===== src/rtl/pipeline_hazard_ctrl_if.sv =====
// pipeline_hazard_ctrl_if: hazard detection inputs and pipeline-register controls of the hazard controller
interface pipeline_hazard_ctrl_if #(parameter int CNT_W = 16);
  logic             idex_mem_read_i;
  logic [4:0]       idex_rd_i;
  logic [4:0]       ifid_rs1_i;
  logic [4:0]       ifid_rs2_i;
  logic             ifid_uses_rs1_i;
  logic             ifid_uses_rs2_i;
  logic             exmem_branch_taken_i;
  logic             dmem_req_i;
  logic             dmem_ack_i;
  logic             pc_write_o;
  logic             ifid_write_o;
  logic             ifid_flush_o;
  logic             idex_write_o;
  logic             idex_bubble_o;
  logic             exmem_write_o;
  logic             exmem_bubble_o;
  logic             memwb_bubble_o;
  logic             mem_err_o;
  logic [CNT_W-1:0] stall_cnt_o;
  logic [CNT_W-1:0] flush_cnt_o;
  logic             state_o;
  modport master (
    output idex_mem_read_i, idex_rd_i, ifid_rs1_i, ifid_rs2_i, ifid_uses_rs1_i, ifid_uses_rs2_i,
           exmem_branch_taken_i, dmem_req_i, dmem_ack_i,
    input  pc_write_o, ifid_write_o, ifid_flush_o, idex_write_o, idex_bubble_o, exmem_write_o,
           exmem_bubble_o, memwb_bubble_o, mem_err_o, stall_cnt_o, flush_cnt_o, state_o
  );
  modport slave (
    input  idex_mem_read_i, idex_rd_i, ifid_rs1_i, ifid_rs2_i, ifid_uses_rs1_i, ifid_uses_rs2_i,
           exmem_branch_taken_i, dmem_req_i, dmem_ack_i,
    output pc_write_o, ifid_write_o, ifid_flush_o, idex_write_o, idex_bubble_o, exmem_write_o,
           exmem_bubble_o, memwb_bubble_o, mem_err_o, stall_cnt_o, flush_cnt_o, state_o
  );
endinterface


===== src/rtl/pipeline_hazard_ctrl.sv =====
// pipeline_hazard_ctrl: stall/flush controller for load-use, taken-branch and multi-cycle memory hazards
module pipeline_hazard_ctrl #(
  parameter int MEM_TIMEOUT = 64,
  parameter int CNT_W       = 16
) (
  input logic                   clk_i,
  input logic                   rst_i,
  pipeline_hazard_ctrl_if.slave bus
);
  localparam int WW = $clog2(MEM_TIMEOUT) + 1;
  typedef enum logic {RUN = 1'b0, MEM_WAIT = 1'b1} state_t;
  state_t           state_q, state_d;
  logic [WW-1:0]    wait_q, wait_d;
  logic [CNT_W-1:0] stall_q, stall_d, flush_q, flush_d;
  logic             err_q, err_d;
  logic             stall_inc, flush_inc, load_use, mem_stall;
  assign load_use = bus.idex_mem_read_i && (bus.idex_rd_i != 5'd0) &&
                    ((bus.ifid_uses_rs1_i && bus.ifid_rs1_i == bus.idex_rd_i) ||
                     (bus.ifid_uses_rs2_i && bus.ifid_rs2_i == bus.idex_rd_i));
  assign mem_stall = bus.dmem_req_i && !bus.dmem_ack_i;
  always_comb begin
    bus.pc_write_o     = 1'b1;
    bus.ifid_write_o   = 1'b1;
    bus.ifid_flush_o   = 1'b0;
    bus.idex_write_o   = 1'b1;
    bus.idex_bubble_o  = 1'b0;
    bus.exmem_write_o  = 1'b1;
    bus.exmem_bubble_o = 1'b0;
    bus.memwb_bubble_o = 1'b0;
    state_d            = state_q;
    wait_d             = wait_q;
    err_d              = err_q;
    stall_inc          = 1'b0;
    flush_inc          = 1'b0;
    if (state_q == RUN) begin
      if (mem_stall) begin
        {bus.pc_write_o, bus.ifid_write_o, bus.idex_write_o, bus.exmem_write_o} = 4'b0000;
        bus.memwb_bubble_o = 1'b1;
        state_d            = MEM_WAIT;
        wait_d             = WW'(1);
        stall_inc          = 1'b1;
      end else if (bus.exmem_branch_taken_i) begin
        bus.ifid_flush_o   = 1'b1;
        bus.idex_bubble_o  = 1'b1;
        bus.exmem_bubble_o = 1'b1;
        flush_inc          = 1'b1;
      end else if (load_use) begin
        bus.pc_write_o    = 1'b0;
        bus.ifid_write_o  = 1'b0;
        bus.idex_bubble_o = 1'b1;
        stall_inc         = 1'b1;
      end
    end else if (bus.dmem_ack_i) begin
      state_d = RUN;
    end else if (wait_q < WW'(MEM_TIMEOUT - 1)) begin
      {bus.pc_write_o, bus.ifid_write_o, bus.idex_write_o, bus.exmem_write_o} = 4'b0000;
      bus.memwb_bubble_o = 1'b1;
      wait_d             = wait_q + WW'(1);
      stall_inc          = 1'b1;
    end else begin
      // timeout: let the pipe move on but drop the never-delivered load result
      bus.memwb_bubble_o = 1'b1;
      err_d              = 1'b1;
      state_d            = RUN;
    end
    if (rst_i) begin
      {bus.pc_write_o, bus.ifid_write_o, bus.idex_write_o, bus.exmem_write_o} = 4'b0000;
      bus.ifid_flush_o   = 1'b1;
      bus.idex_bubble_o  = 1'b1;
      bus.exmem_bubble_o = 1'b1;
      bus.memwb_bubble_o = 1'b1;
    end
    stall_d = (stall_inc && stall_q != '1) ? stall_q + CNT_W'(1) : stall_q;
    flush_d = (flush_inc && flush_q != '1) ? flush_q + CNT_W'(1) : flush_q;
  end
  always_ff @(posedge clk_i or posedge rst_i) begin
    if (rst_i) begin
      state_q <= RUN;
      wait_q  <= '0;
      stall_q <= '0;
      flush_q <= '0;
      err_q   <= 1'b0;
    end else begin
      state_q <= state_d;
      wait_q  <= wait_d;
      stall_q <= stall_d;
      flush_q <= flush_d;
      err_q   <= err_d;
    end
  end
  assign bus.mem_err_o   = err_q;
  assign bus.stall_cnt_o = stall_q;
  assign bus.flush_cnt_o = flush_q;
  assign bus.state_o     = state_q;
endmodule

===== src/flat_wrapper.sv =====
// flat-port wrapper written by rule: the top's interface ports become plain ports
module pipeline_hazard_ctrl_flat 
#(
  parameter int MEM_TIMEOUT = 64,
  parameter int CNT_W       = 16
)
  (clk_i, rst_i, bus_idex_mem_read_i, bus_idex_rd_i, bus_ifid_rs1_i, bus_ifid_rs2_i, bus_ifid_uses_rs1_i, bus_ifid_uses_rs2_i, bus_exmem_branch_taken_i, bus_dmem_req_i, bus_dmem_ack_i, bus_pc_write_o, bus_ifid_write_o, bus_ifid_flush_o, bus_idex_write_o, bus_idex_bubble_o, bus_exmem_write_o, bus_exmem_bubble_o, bus_memwb_bubble_o, bus_mem_err_o, bus_stall_cnt_o, bus_flush_cnt_o, bus_state_o);
  pipeline_hazard_ctrl_if #(.CNT_W(CNT_W)) bus_i ();
  input logic clk_i;
  input logic rst_i;
  input wire logic [$bits(bus_i.idex_mem_read_i)-1:0] bus_idex_mem_read_i;
  input wire logic [$bits(bus_i.idex_rd_i)-1:0] bus_idex_rd_i;
  input wire logic [$bits(bus_i.ifid_rs1_i)-1:0] bus_ifid_rs1_i;
  input wire logic [$bits(bus_i.ifid_rs2_i)-1:0] bus_ifid_rs2_i;
  input wire logic [$bits(bus_i.ifid_uses_rs1_i)-1:0] bus_ifid_uses_rs1_i;
  input wire logic [$bits(bus_i.ifid_uses_rs2_i)-1:0] bus_ifid_uses_rs2_i;
  input wire logic [$bits(bus_i.exmem_branch_taken_i)-1:0] bus_exmem_branch_taken_i;
  input wire logic [$bits(bus_i.dmem_req_i)-1:0] bus_dmem_req_i;
  input wire logic [$bits(bus_i.dmem_ack_i)-1:0] bus_dmem_ack_i;
  output wire logic [$bits(bus_i.pc_write_o)-1:0] bus_pc_write_o;
  output wire logic [$bits(bus_i.ifid_write_o)-1:0] bus_ifid_write_o;
  output wire logic [$bits(bus_i.ifid_flush_o)-1:0] bus_ifid_flush_o;
  output wire logic [$bits(bus_i.idex_write_o)-1:0] bus_idex_write_o;
  output wire logic [$bits(bus_i.idex_bubble_o)-1:0] bus_idex_bubble_o;
  output wire logic [$bits(bus_i.exmem_write_o)-1:0] bus_exmem_write_o;
  output wire logic [$bits(bus_i.exmem_bubble_o)-1:0] bus_exmem_bubble_o;
  output wire logic [$bits(bus_i.memwb_bubble_o)-1:0] bus_memwb_bubble_o;
  output wire logic [$bits(bus_i.mem_err_o)-1:0] bus_mem_err_o;
  output wire logic [$bits(bus_i.stall_cnt_o)-1:0] bus_stall_cnt_o;
  output wire logic [$bits(bus_i.flush_cnt_o)-1:0] bus_flush_cnt_o;
  output wire logic [$bits(bus_i.state_o)-1:0] bus_state_o;
  assign bus_i.idex_mem_read_i = bus_idex_mem_read_i;
  assign bus_i.idex_rd_i = bus_idex_rd_i;
  assign bus_i.ifid_rs1_i = bus_ifid_rs1_i;
  assign bus_i.ifid_rs2_i = bus_ifid_rs2_i;
  assign bus_i.ifid_uses_rs1_i = bus_ifid_uses_rs1_i;
  assign bus_i.ifid_uses_rs2_i = bus_ifid_uses_rs2_i;
  assign bus_i.exmem_branch_taken_i = bus_exmem_branch_taken_i;
  assign bus_i.dmem_req_i = bus_dmem_req_i;
  assign bus_i.dmem_ack_i = bus_dmem_ack_i;
  assign bus_pc_write_o = bus_i.pc_write_o;
  assign bus_ifid_write_o = bus_i.ifid_write_o;
  assign bus_ifid_flush_o = bus_i.ifid_flush_o;
  assign bus_idex_write_o = bus_i.idex_write_o;
  assign bus_idex_bubble_o = bus_i.idex_bubble_o;
  assign bus_exmem_write_o = bus_i.exmem_write_o;
  assign bus_exmem_bubble_o = bus_i.exmem_bubble_o;
  assign bus_memwb_bubble_o = bus_i.memwb_bubble_o;
  assign bus_mem_err_o = bus_i.mem_err_o;
  assign bus_stall_cnt_o = bus_i.stall_cnt_o;
  assign bus_flush_cnt_o = bus_i.flush_cnt_o;
  assign bus_state_o = bus_i.state_o;
  pipeline_hazard_ctrl #(.MEM_TIMEOUT(MEM_TIMEOUT), .CNT_W(CNT_W)) u_core (.clk_i(clk_i), .rst_i(rst_i), .bus(bus_i));
endmodule

===== config.mk =====
export PLATFORM = sky130hd
export DESIGN_NAME = pipeline_hazard_ctrl_flat
export DESIGN_NICKNAME = d
export VERILOG_FILES = /design/src/rtl/pipeline_hazard_ctrl_if.sv /design/src/rtl/pipeline_hazard_ctrl.sv /design/src/flat_wrapper.sv
export SDC_FILE = /design/constraint.sdc
export NUM_CORES = 1
export LEC_CHECK = 0
export CAP_MARGIN = 15
export CORE_MARGIN = 4
export CORE_UTILIZATION = 25
export DETAILED_ROUTE_END_ITERATION = 6
export PLACE_DENSITY = 0.59
export SYNTH_ARGS = -nofsm -noshare
export SYNTH_HDL_FRONTEND = slang
export SYNTH_SLANG_ARGS = --single-unit

===== constraint.sdc =====
create_clock -name clk_i -period 3.4 [get_ports clk_i]
set_input_delay 0.68 -clock clk_i [delete_from_list [all_inputs] [get_ports clk_i]]
set_output_delay 0.68 -clock clk_i [all_outputs]
set_load 0.02 [all_outputs]

==> results.json, run 1 <==
{
  "outcome": "complete, no violations",
  "core_area_um2": 8340,
  "path_max_fanout": 4,
  "holdPathStages": 1,
  "final_net_count": 300,
  "cts_tree": "built",
  "holdPathEnd": "u_core.bus.mem_err_o",
  "synthSimpleGateAreaFrac_pct": 23.1,
  "worst_pin_slew_ns": 0.480,
  "period_share_pct": 93.7,
  "fmax_mhz": 314,
  "place_inst": 372,
  "rsz0062_at_grt": "false",
  "mostFrequentLayoutCell": "clkdlybuf4s50_1",
  "pre_cts_slack_ns": 0.0477,
  "max_cap_violations": 0,
  "drtAntennaViolNets": 0,
  "period_needed_ns": 3.19,
  "worst_setup_path_end_kind": "primary output",
  "clkTransAtPathRegs_ns": 0.09,
  "finalHoldWorstSlack_ns": 0.485,
  "fin_util_pct": 36.7,
  "powerDensity_nw_per_um2": 524,
  "hold_violations": 0,
  "cts_made_buffers": 5,
  "dpl.hpwl_mm": 3.80,
  "synth_area_leaders": "dfrtp_1 (47%), xnor2_1 (14%), nand4_1 (4.0%)",
  "htree_levels": 2,
  "antenna_found_initial": 0,
  "power_leakage_nw": 1.29,
  "cts_setup_buffers": 0,
  "wirelength_mm": 4.97,
  "maxSlewHeadroom_pct": 67.8,
  "cts-root-buf": "clkbuf_8",
  "cts_hold_buf": 0,
  "synth_compound_area_share_pct": 6.26,
  "slew_viol_final": 0,
  "hold_class": "reg2reg",
  "synth_largest_area_cell": "dfrtp_1",
  "initial_utilization_pct": 26.1,
  "p_clk_share_pct": 24.9,
  "seqCellArea_um2": 1030,
  "ir_drop_v": 0.000369,
  "pwr-share-seq_pct": 42.3,
  "syn_nets": 230,
  "fillCellCount": 846,
  "synth_ff_type": "dfrtp_1",
  "setup_slack_ns": 0.214,
  "setup_tns_ns": 0,
  "required_ns": 2.72,
  "synth_adder_area_share_pct": 1.72,
  "diodes": 0,
  "die_w_um": 101,
  "cts.repair.resized": 0,
  "synth_top_family_by_area": "simple AND/OR/NAND/NOR gates",
  "pin_count": 65,
  "yosysWarningCount": 0,
  "hold_start": "u_core.bus.mem_err_o",
  "first_iter_violations": 34,
  "cts.path.max_buffers": 2,
  "vias": 1744,
  "setup_viol": 0,
  "synth-seq-cells": 41,
  "grt_first_pass_wirelength_mm": 8.42,
  "viasPerCell": 4.59,
  "grt_max_degree": 33,
  "worstReg2RegStart": "u_core.bus.stall_cnt_o[2]",
  "wl_per_cell_um": 13.1,
  "yosys.area_share.xor_xnor_pct": 17.3,
  "ys_seq_area_share_pct": 47.1,
  "syn_area_um2": 2180,
  "synth.area.mux_share_pct": 1.21,
  "internal-power_mw": 1.06,
  "layout.cells.non_filler": 380,
  "worstPathArrival_ns": 2.51,
  "synth_top_area_share_pct": 47.1,
  "pwr-share-comb_pct": 32.7,
  "row_count": 33,
  "die_h_um": 101,
  "track_usage_pct": 10.2,
  "start_kind": "input port",
  "skew_ns": 0.0101,
  "die_area_um2": 10300,
  "synth_cell_types": 45,
  "dr.pass1.iters": 4,
  "synth-async-reset-ratio_pct": 100,
  "clk_latency_ns": 0.29,
  "gp_congestion": 0.743,
  "drive_gt1_share_pct": 9.45,
  "final_cell_mix": "clkdlybuf4s50_1 (61), dfrtp_1 (41), xnor2_1 (34)",
  "drc": 0,
  "critPathLaunch": "bus_dmem_ack_i",
  "synthCells": 204,
  "grt_overflow": 0,
  "syn_area_per_cell_um2": 10.7,
  "power.net_switching_mw": 0.542,
  "portBuffers": 64,
  "cts_sinks": 41,
  "syn_to_final_growth_pct": 40.5,
  "grt_pass1_vias": 1769,
  "r2r_slack_ns": 1.24,
  "switching_share_pct": 33.8,
  "r2r_end": "u_core.bus.stall_cnt_o[1]",
  "rr_worst_depth": 6,
  "multi_input_area_um2": 1080,
  "synth_edf_count": 0,
  "critPathKind": "in2out"
}
[Yosys cell counts, drive strengths merged (2+ instances only)]
library cell,number
a21oi,2
and2,3
and3,10
and4,4
buf,6
dfrtp,41
ha,3
inv,4
mux2,2
nand2,13
nand2b,2
nand3,12
nand4,15
nor2,17
nor3,4
nor3b,2
o21ai,4
o21bai,2
or2,2
xnor2,34
xor2,9
[layout make-up]
class                   count  area share [%]
repair buffers             70            22.6
multi-input cells         152            35.3
well taps                 105            4.29
clock buffers               5            2.25
flip-flops and latches     41            33.5
clock inverters             3            1.51
inverters                   4           0.491
[metal layers]
| metal | vias up | share of wire [%] | global-route usage (%) |
|---|---|---|---|
| met2 | 48 | 48 | 16.4 |
| met5 | - | 0 | 0 |
| met3 | 9 | 6.1 | 3.17 |
| li1 | 854 | - | - |
| met1 | 833 | 44 | 13.0 |
| met4 | 0 | 1.7 | 3.17 |
[critical path, stage by stage]
cell and delay (ns):
clkdlybuf4s50_1 0.51, nand2b_2 0.18, a311oi_4 0.06, or2_1 0.24, nor2_1 0.17, clkdlybuf4s50_1 0.66
[worst max path at each step]
| stage | end | slack (ns) | cells after the start |
|---|---|---|---|
| after global placement | bus_idex_bubble_o | 0.05 | 7 |
| after floorplan | bus_idex_bubble_o | 0.36 | 3 |
| final | bus_idex_write_o | 0.21 | 6 |
| after global routing | bus_idex_write_o | 0.08 | 6 |
| after CTS | bus_idex_bubble_o | 0.04 | 7 |
| after detailed placement | bus_idex_bubble_o | 0.05 | 7 |
[sequential cells by signal, summed over array words and instances, names as in the netlist]
name / count
u_core.bus.flush_cnt_o: 16
u_core.bus.stall_cnt_o: 16
u_core.wait_q: 7
u_core.bus.mem_err_o: 1
u_core.bus.state_o: 1
[power groups by stage]
| stage | registers [mW] | clock network [mW] | logic (mW) |
|---|---|---|---|
| 6_report | 0.679 | 0.399 | 0.525 |
| 5_1_grt | 0.699 | 0.440 | 0.566 |
| 4_1_cts | 0.680 | 0.422 | 0.536 |
| 3_5_place_dp | 0.689 | 0 | 0.535 |
| 3_3_place_gp | 0.688 | 0 | 0.529 |
| 2_1_floorplan | 0.753 | 0 | 0.221 |
[cells by family (layout without fill, tap and decap cells)]
| group | count (synthesis) | in the layout |
|---|---|---|
| fa+ha+maj | 3 | 3 |
| simple gates | 89 | 89 |
| xor+xnor | 43 | 43 |
| mux | 2 | 2 |
| buf+inv | 11 | 82 |
| compound gates | 15 | 15 |
| flops | 41 | 41 |
[per-stage QoR]
stage	area, µm²	power [mW]
floorplan	2180	0.974
global placement	2940	1.22
detailed placement	2940	1.22
CTS	3050	1.64
global route	3060	1.70
finish	3060	1.60
(Power assumes the default switching activity.)
==> run 2: changes to the inputs <==
--- a/config.mk
+++ b/config.mk
@@ -7,9 +7,9 @@
 export LEC_CHECK = 0
 export CAP_MARGIN = 15
 export CORE_MARGIN = 4
-export CORE_UTILIZATION = 25
+export CORE_UTILIZATION = 51
 export DETAILED_ROUTE_END_ITERATION = 6
-export PLACE_DENSITY = 0.59
+export PLACE_DENSITY = 0.95
 export SYNTH_ARGS = -nofsm -noshare
 export SYNTH_HDL_FRONTEND = slang
 export SYNTH_SLANG_ARGS = --single-unit
==> run 2 against run 1 <==
Clock power is 22% lower. Sequential cell count unchanged. Sequential share of layout area up 1.2 points. First-iteration DRC count up 65%. Worst setup slack worse by 0.093 ns. Highest routed layer unchanged.
==> results.json, run 2 (synthesis gave the netlist of run 1 again) <==
{
  "outcome": "complete, no violations",
  "setup_tns_ns": 0,
  "die_area_um2": 5380,
  "diodes": 0,
  "final_net_count": 299,
  "maxSlewHeadroom_pct": 64.4,
  "clk_latency_ns": 0.29,
  "vias": 1795,
  "clkTransAtPathRegs_ns": 0.07,
  "grt_first_pass_wirelength_mm": 8.05,
  "initial_utilization_pct": 53.7,
  "pwr-share-seq_pct": 44.9,
  "r2r_slack_ns": 1.24,
  "slowest_stage": "clkdlybuf4s50_1",
  "switching_share_pct": 34.1,
  "grt_pass1_vias": 1805,
  "period_share_pct": 96.5,
  "cp_slowest_stage_delay_ns": 0.59,
  "start_kind": "input port",
  "setup_viol": 0,
  "required_ns": 2.72,
  "pwr-share-comb_pct": 34.5,
  "worstPathArrival_ns": 2.60,
  "cts-root-buf": "clkbuf_8",
  "worst_pin_slew_ns": 0.531,
  "critPathKind": "in2out",
  "htree_levels": 2,
  "die_h_um": 73.4,
  "wirelength_mm": 4.93,
  "period_needed_ns": 3.28,
  "antenna_found_initial": 0,
  "cts_made_buffers": 5,
  "drc": 0,
  "skew_ns": 0.00495,
  "cts_tree": "built",
  "viasPerCell": 5.56,
  "core_area_um2": 4060,
  "first_iter_violations": 56,
  "cp_top_family": "buffers and inverters",
  "drtAntennaViolNets": 0,
  "worst-path-buf-inv": 3,
  "grt_max_degree": 39,
  "row_count": 23,
  "cts.path.max_buffers": 2,
  "ir_drop_v": 0.000327,
  "fmax_mhz": 305,
  "internal-power_mw": 1.00,
  "p_clk_share_pct": 20.6,
  "cts_sinks": 41,
  "drive_gt1_share_pct": 8.42,
  "power.net_switching_mw": 0.518,
  "dpl.hpwl_mm": 3.72,
  "hold_class": "reg2reg",
  "power_mw": 1.52,
  "dr.pass1.iters": 4,
  "worst_setup_path_end_kind": "primary output",
  "track_usage_pct": 19.2,
  "final_cell_mix": "clkdlybuf4s50_1 (60), dfrtp_1 (41), xnor2_1 (34)",
  "power_leakage_nw": 1.28,
  "max_cap_violations": 0,
  "path_max_fanout": 4,
  "gp_congestion": 0.838,
  "grt_overflow": 0,
  "pin_count": 65,
  "path_cells": "clkdlybuf4s50_1, nand2b_1, nor2_1, or2_1, nor2_1, buf_4, clkdlybuf4s50_1",
  "hold_violations": 0,
  "die_w_um": 73.4,
  "portBuffers": 64,
  "wl_per_cell_um": 15.3,
  "powerDensity_nw_per_um2": 514,
  "rsz0062_at_grt": "false",
  "slew_viol_final": 0,
  "mostFrequentLayoutCell": "clkdlybuf4s50_1",
  "syn_to_final_growth_pct": 35.6
}
-- run 2: cell types whose count changed in the layout (fill, tap and decap cells not counted), sizes merged --
| cell | delta |
|---|---|
| clkbuf | +2 |
| bufinv | -1 |
| buf | -1 |
| clkinv | -1 |
| clkinvlp | -1 |
| clkdlybuf4s50 | -1 |
| dlygate4sd2 | +1 |
-- run 2: power by group through the flow --
stage	registers, mW	logic (mW)	clock network, mW
floorplan	0.753	0.221	0
global placement	0.685	0.516	0
detailed placement	0.692	0.528	0
CTS	0.682	0.531	0.325
global route	0.699	0.568	0.345
finish	0.682	0.524	0.313
-- run 2: per-stage QoR --
step	setup WS (ns)	std cells	utilization [%]	instance area, µm²	hold WS, ns
after global placement	0.127	316	70.5	2860	0.476
after global routing	0.0458	323	72.8	2950	0.508
final	0.121	323	72.8	2950	0.485
after floorplan	0.362	204	-	2180	0.460
after detailed placement	0.0117	316	70.5	2860	0.478
after CTS	0.0211	323	72.6	2950	0.488
-- run 2: layout make-up --
cell class	instances	area (µm²)
Multi-Input combinational cell	152	1080
Inverter	4	15.0
Tap cell	50	62.6
Sequential cell	41	1030
Timing Repair Buffer	69	684
Clock buffer	7	86.3
Fill cell	281	1100
-- run 2: final timing paths --
path                                             from                         end  depth (start not counted)
max in group asynchronous                       rst_i   u_core.bus.flush_cnt_o[7]                          3
max reg2reg                 u_core.bus.stall_cnt_o[3]   u_core.bus.stall_cnt_o[1]                          6
max                                    bus_dmem_ack_i            bus_idex_write_o                          7
min in group asynchronous                       rst_i        u_core.bus.mem_err_o                          2
min                        u_core.bus.flush_cnt_o[14]  u_core.bus.flush_cnt_o[14]                          1
min reg2reg                u_core.bus.flush_cnt_o[14]  u_core.bus.flush_cnt_o[14]                          1
-- run 2: worst register-to-register path: cells and delay by family (launching register included) --
kind,cells,cell delay (ns)
DFF,1,0.44
muxes,1,0.31
and+or+nand+nor,5,1.31
-- run 2: repair_timing --
item | 4_1_cts | 5_1_grt
hold endpoints to repair | 0 | 0
gates resized for setup | 1 | 3
endpoints found under the setup margin | 1 | 4
setup buffers | 0 | 0
pin swaps | 0 | 1
hold buffers | 0 | 0
-- run 2: per-layer routing --
layer  part of all wire, %  wire length, µm  vias up  global-route usage, %
li1                      -                -      852                      -
met1                    42             2090      877                   22.9
met2                    49             2400       57                   34.1
met3                   7.3              358        9                   3.97
met4                   1.6               79        0                   7.04
met5                     0                0        -                      0
